===== src/rtl/npc_pc_unit.sv =====
// Fetch-address unit: holds the F-stage PC and the delay-slot flag for D,
// selects the next PC from the D-stage transfer decision, and flags AdEL fetches.
module npc_pc_unit #(
    parameter int              PC_W     = 32,
    parameter logic [PC_W-1:0] RESET_PC = 32'h0000_3000,
    parameter logic [PC_W-1:0] EXC_PC   = 32'h0000_4180,
    parameter logic [PC_W-1:0] IM_BASE  = 32'h0000_3000,
    parameter logic [PC_W-1:0] IM_LIMIT = 32'h0000_6ffc
) (
    input  logic            clk,
    input  logic            reset,
    input  logic            stall,
    input  logic            exc_req,
    input  logic [2:0]      op,
    input  logic            cmp_out,
    input  logic [PC_W-1:0] pc_d,
    input  logic [15:0]     offset,
    input  logic [25:0]     instr_index,
    input  logic [PC_W-1:0] reg_target,
    input  logic [PC_W-1:0] epc,
    output logic [PC_W-1:0] pc_f,
    output logic            bd_d,
    output logic            flush_f,
    output logic            adel_f
);

    localparam logic [2:0] OP_SEQ  = 3'd0;
    localparam logic [2:0] OP_BR   = 3'd1;
    localparam logic [2:0] OP_J    = 3'd2;
    localparam logic [2:0] OP_JR   = 3'd3;
    localparam logic [2:0] OP_ERET = 3'd4;

    // Low 28 bits replaced by a J target; also valid when PC_W is exactly 28.
    localparam logic [PC_W-1:0] LOW28_MASK = PC_W'(28'hfff_ffff);
    localparam logic [PC_W-1:0] FOUR       = PC_W'(4);

    logic [PC_W-1:0] seq_pc;
    logic [PC_W-1:0] br_pc;
    logic [PC_W-1:0] j_pc;
    logic [PC_W-1:0] npc;
    logic            is_cti;

    assign seq_pc = pc_f + FOUR;
    assign br_pc  = pc_d + FOUR + {{(PC_W-18){offset[15]}}, offset, 2'b00};
    assign j_pc   = (pc_d & ~LOW28_MASK) | PC_W'({instr_index, 2'b00});

    always_comb begin
        npc = seq_pc;
        case (op)
            OP_SEQ:  npc = seq_pc;
            OP_BR:   npc = cmp_out ? br_pc : seq_pc;
            OP_J:    npc = j_pc;
            OP_JR:   npc = reg_target;
            OP_ERET: npc = epc;
            default: npc = seq_pc;
        endcase
    end

    // The instruction following any branch or jump is a delay slot, taken or not.
    assign is_cti = (op == OP_BR) || (op == OP_J) || (op == OP_JR);

    always_ff @(posedge clk) begin
        if (reset) begin
            pc_f <= RESET_PC;
            bd_d <= 1'b0;
        end else if (exc_req) begin
            pc_f <= EXC_PC;
            bd_d <= 1'b0;
        end else if (!stall) begin
            pc_f <= npc;
            bd_d <= is_cti;
        end
    end

    // ERET has no delay slot, so the word fetched alongside it is squashed.
    assign flush_f = (op == OP_ERET) && !stall && !exc_req && !reset;

    assign adel_f = (pc_f[1:0] != 2'b00) || (pc_f < IM_BASE) || (pc_f > IM_LIMIT);

endmodule

===== config.mk =====
export PLATFORM = sky130hd
export DESIGN_NAME = npc_pc_unit
export DESIGN_NICKNAME = d
export VERILOG_FILES = /design/src/rtl/npc_pc_unit.sv
export SDC_FILE = /design/constraint.sdc
export NUM_CORES = 1
export LEC_CHECK = 0
export ABC_AREA = 1
export CAP_MARGIN = 15
export CORE_MARGIN = 2
export CORE_UTILIZATION = 43
export DETAILED_ROUTE_END_ITERATION = 8
export GPL_ROUTABILITY_DRIVEN = 0
export PLACE_DENSITY = 0.74
export SLEW_MARGIN = 10
export SYNTH_ARGS = -nofsm -noshare
export SYNTH_HDL_FRONTEND = slang
export SYNTH_SLANG_ARGS = --single-unit

===== constraint.sdc =====
create_clock -name clk -period 3.7 [get_ports clk]
set_input_delay 0.74 -clock clk [delete_from_list [all_inputs] [get_ports clk]]
set_output_delay 0.74 -clock clk [all_outputs]
set_load 0.03 [all_outputs]

Word-level counts from Yosys, hierarchy flattened. Cells that the tools add are included.

Register bits after elaboration: 33. Input bits: 146.

Add/sub/neg operators: 3. Magnitude comparators: 2. Eq/ne operators: 5. Muxes and demuxes: 4. Bitwise operators: 1. Reductions and logical operators: 12.

Operators with widths (count): 32-bit case mux with 4 select lines (1); 32-bit by 3-bit adder with 32-bit output (second input constant) (2); 32-bit adder (1); 32-bit by 15-bit > comparator with 1-bit output (second input constant) (1); 32-bit by 14-bit less-than comparator with 1-bit output (second input constant) (1); 32-bit two-way mux (1); 32-bit by 28-bit bitwise OR with 32-bit output (1); 15-bit two-way mux (2); 3-bit by 2-bit equality test with 1-bit output (second input constant) (2); 1-bit logical OR (4); 3-bit by 1-bit equality test with 1-bit output (second input constant) (1); 3-bit equality test (second input constant) (1); 1-bit logical AND (3); 1-bit zero test (3); 2-bit by 1-bit != test with 1-bit output (second input constant) (1); 2-bit nonzero test (1); 2-bit OR reduction (1).

Depth between registers and ports, before layout.
Word-level depth: 6. Mapped depth: 19. Gate-level depth less buffers: 19.

Worst setup path before layout. Ideal clock, no wire load.

Kind: input-to-output. From: in exc_req. To: out flush_f. Arrival time: 1921 ps. Data required time: 2960 ps. Setup slack: 1039 ps. Cell stages on the path: 6. Cells stage by stage: nor2_2 > inv_2 > nor2_2 > inv_2 > buf_2 > nor2_1.

Longest elaborated chain between the ends: 3.

RTL lines: from (decl) (RTL line 13) `input logic exc_req,`; 1-bit zero test (RTL line 76) `assign flush_f = (op == OP_ERET) && !stall && !exc_req && !reset;`; 1-bit logical AND (2 in series) (RTL line 76); to (decl) (RTL line 23) `output logic flush_f,`.

Every way passes these cells.

Final worst setup path.
From: in offset[15]. To: reg pc_f[24].

Longest elaborated chain between the ends: 3.

RTL lines: from (decl) (RTL line 17) `input logic [15:0] offset,`; 32-bit adder (RTL line 44) `assign br_pc = pc_d + FOUR + {{(PC_W-18){offset[15]}}, offset, 2'b00};`; 32-bit two-way mux (RTL line 51) `OP_BR: npc = cmp_out ? br_pc : seq_pc;`; 32-bit case mux with 4 select lines (RTL line 49) `case (op)`; to (signal assigned) (RTL line 70) `pc_f <= npc;`; to (decl) (RTL line 21) `output logic [PC_W-1:0] pc_f,`.

Every way passes these cells. A chain may end at the register's enable or synchronous reset.

==> out/qor.txt <==
Inserted Clock Buffers: 5
Initial Util: 0.445
first-pass GRT wire length: 35.3 mm
Cells on Worst Hold Path: 2
die footprint: 14,800 um^2
Syn Inst Count: 1,081
Sw Share: 0.411
fmax: 306 MHz
RSZ-0062 raised after global routing: false
actual slew at the worst max-slew pin: 0.648 ns
worst-path maximum fanout: 11
WL per Instance: 15.3 um
Pleak: 3.84 nW
slew margin rel.: 0.568
via density per instance: 5.35
CTS clk-pin slew, worst paths: 0.05 ns
hold_buf cts: 0
H-tree depth: 2
Synth area leaders: nand2_1 26%, ha_1 12%, dfxtp_1 11%
crit path time final: 3.26 ns
RR Startpoint: pc_f[2]$_SDFFE_PP0N_
sequential fraction of the synthesis area: 0.111
post-route clock skew: 0.00339 ns
# port buffers: 180
syn_area_per_cell: 5.50 um^2
vias: 7,652
Hold Path Class: reg2reg
max-slew violations: 0
Rows: 42
CP arrival: 3.44 ns
Reg2Reg Depth: 11
max cap viols: 0
CTS tree: built
grt total ovfl: 0
GRT Overall Usage: 0.299
Seq cells post-synth: 33
Netlist cell types: 47
initial antenna violation count: 0
Hold Worst Slack: 0.512 ns
critical path class: in2reg
most frequent cells in the layout: 417 x nand2_1, 179 x clkdlybuf4s50_1, 145 x inv_1, 103 x nand3_1, 71 x nor2_1
startpoint type of the worst setup path: primary input
Total Negative Setup Slacks: 0 ns
reg2reg setup slack: 1.46 ns
largest net degree at the start of global routing: 33
CORE AREA: 13,300 um^2
filler-free cell count of the finished design: 1,431
post-layout util: 0.604
PwrDens: 211 nW/um^2
Post-Place Cells: 1,425
cell-internal power: 1.00 mW
Layout area overhead: 35.7%
I/O Pins: 181
clock insertion delay at the later pin of the skew report: 0.28 ns
area of the mapped netlist: 5940 um^2
die height: 122 um
Hold Crit Start: pc_f[16]$_SDFFE_PP0N_
Setup Fix Bufs, Post-CTS: 0
Synth top area share: 0.263
Psw: 0.699 mW
CTS Root Cell: clkbuf_16
ANT cells: 0
nets@finish: 1,461
DRT Pass-1 Iters: 6
Synth area leader: nand2_1
Clock Power Share: 0.232
CTS resizes: 0
DP HPWL: 18.0 mm
Routed Antenna Nets: 0
Final Hold Vio Count: 0
Clock Tree Buf Depth: 2
routed wire length: 22.0 mm
CTS Sinks: 33
Die Span X: 122 um
Setup crit end kind: register
Critical Path Start: offset[15]
vias in the first global route: 7,255
CP required: 3.88 ns
syn nets: 1,286
count of warnings emitted by yosys: 0
outcome: finished, final reports clean
initial drt markers: 724
Reg power frac: 0.232
DRC violations left: 0
# setup viols final: 0
commonest non-fill, non-tap cell in the layout: nand2_1
fraction of layout cells with a size suffix above 1: 0.0653
Max VDD drop: 0.000128 V
Tcrit/Tclk final: 0.882
combinational share of power: 0.536
-- worst max-delay path: stages --
cell and delay [ns]:
clkdlybuf4s50_1 0.73, ha_1 0.31, ha_1 0.38, nand2_1 0.14, nor2_1 0.24, nand2_1 0.11, nor2_1 0.11, o21ai_0 0.19
nand4_1 0.15, nand3_1 0.11, nand2_1 0.07, nand2_1 0.05, nand2_1 0.08, nand2_1 0.04
-- cells by family after synthesis --
family          Yosys count  synth area share
flops                    33             0.111
buf+inv                 184             0.122
fa+ha+maj                59             0.126
simple gates            659             0.476
compound gates          133             0.145
xor+xnor                 13            0.0204
-- area by class of cell --
cell class	count	area (um^2)
fillers	1365	5290
multi-input cells	864	4560
repair buffers	191	1880
flip-flops and latches	33	661
inverters	161	604
well taps	176	220
clock buffers	5	125
clock inverters	1	5.00
-- power by group through the flow --
stage / clock network [mW] / registers [mW] / logic (mW)
floorplan: 0 / 0.420 / 0.514
finish: 0.395 / 0.394 / 0.912
global route: 0.399 / 0.395 / 1.02
detailed placement: 0 / 0.400 / 0.900
global placement: 0 / 0.400 / 0.893
CTS: 0.389 / 0.393 / 0.904
-- synthesized netlist by cell type (all sizes together) --
cell and number:
nand3b 2, a22o 5, a21boi 1, clkinv 1
nand2 430, o2111a 1, o211ai 6, a21oi 62
nor4 1, nand3 104, xor2 10, a31oi 1
and2 2, dfxtp 33, a221oi 22, o21ai 19
nor2 90, a2111oi 1, a31o 2, ha 58
o31ai 6, buf 14, o21bai 3, or2 4
xnor2 3, o221ai 1, nor3 17, a211oi 1
inv 160, fa 1, nand4 9, a21o 2
clkbuf 9
-- registers in the layout (all words and copies together) (netlist names), named ones only --
name  flops
bd_d      1
pc_f     30
-- metal layers --
metal	share of wire	up-vias	global-route usage
met3	0.098	27	0.0478
met1	0.42	3398	0.387
met2	0.46	382	0.530
met5	0	-	0
li1	-	3845	-
met4	0.016	0	0.0553
-- stage by stage --
| stage | instance area [um^2] | setup slack, ns | power, mW |
|---|---|---|---|
| 4_1_cts | 8060 | 0.452 | 1.69 |
| 6_report | 8060 | 0.436 | 1.70 |
| 5_1_grt | 8060 | 0.0542 | 1.82 |
| 3_5_place_dp | 7930 | 0.162 | 1.30 |
| 2_1_floorplan | 5940 | 1.04 | 0.934 |
| 3_3_place_gp | 7930 | 0.175 | 1.29 |
-- worst paths after layout --
kind / end
max reg2reg: pc_f[8]$_SDFFE_PP0P_
max: pc_f[24]$_SDFFE_PP0N_
min: pc_f[16]$_SDFFE_PP0N_
min reg2reg: pc_f[16]$_SDFFE_PP0N_
(Power assumes the default switching activity.)
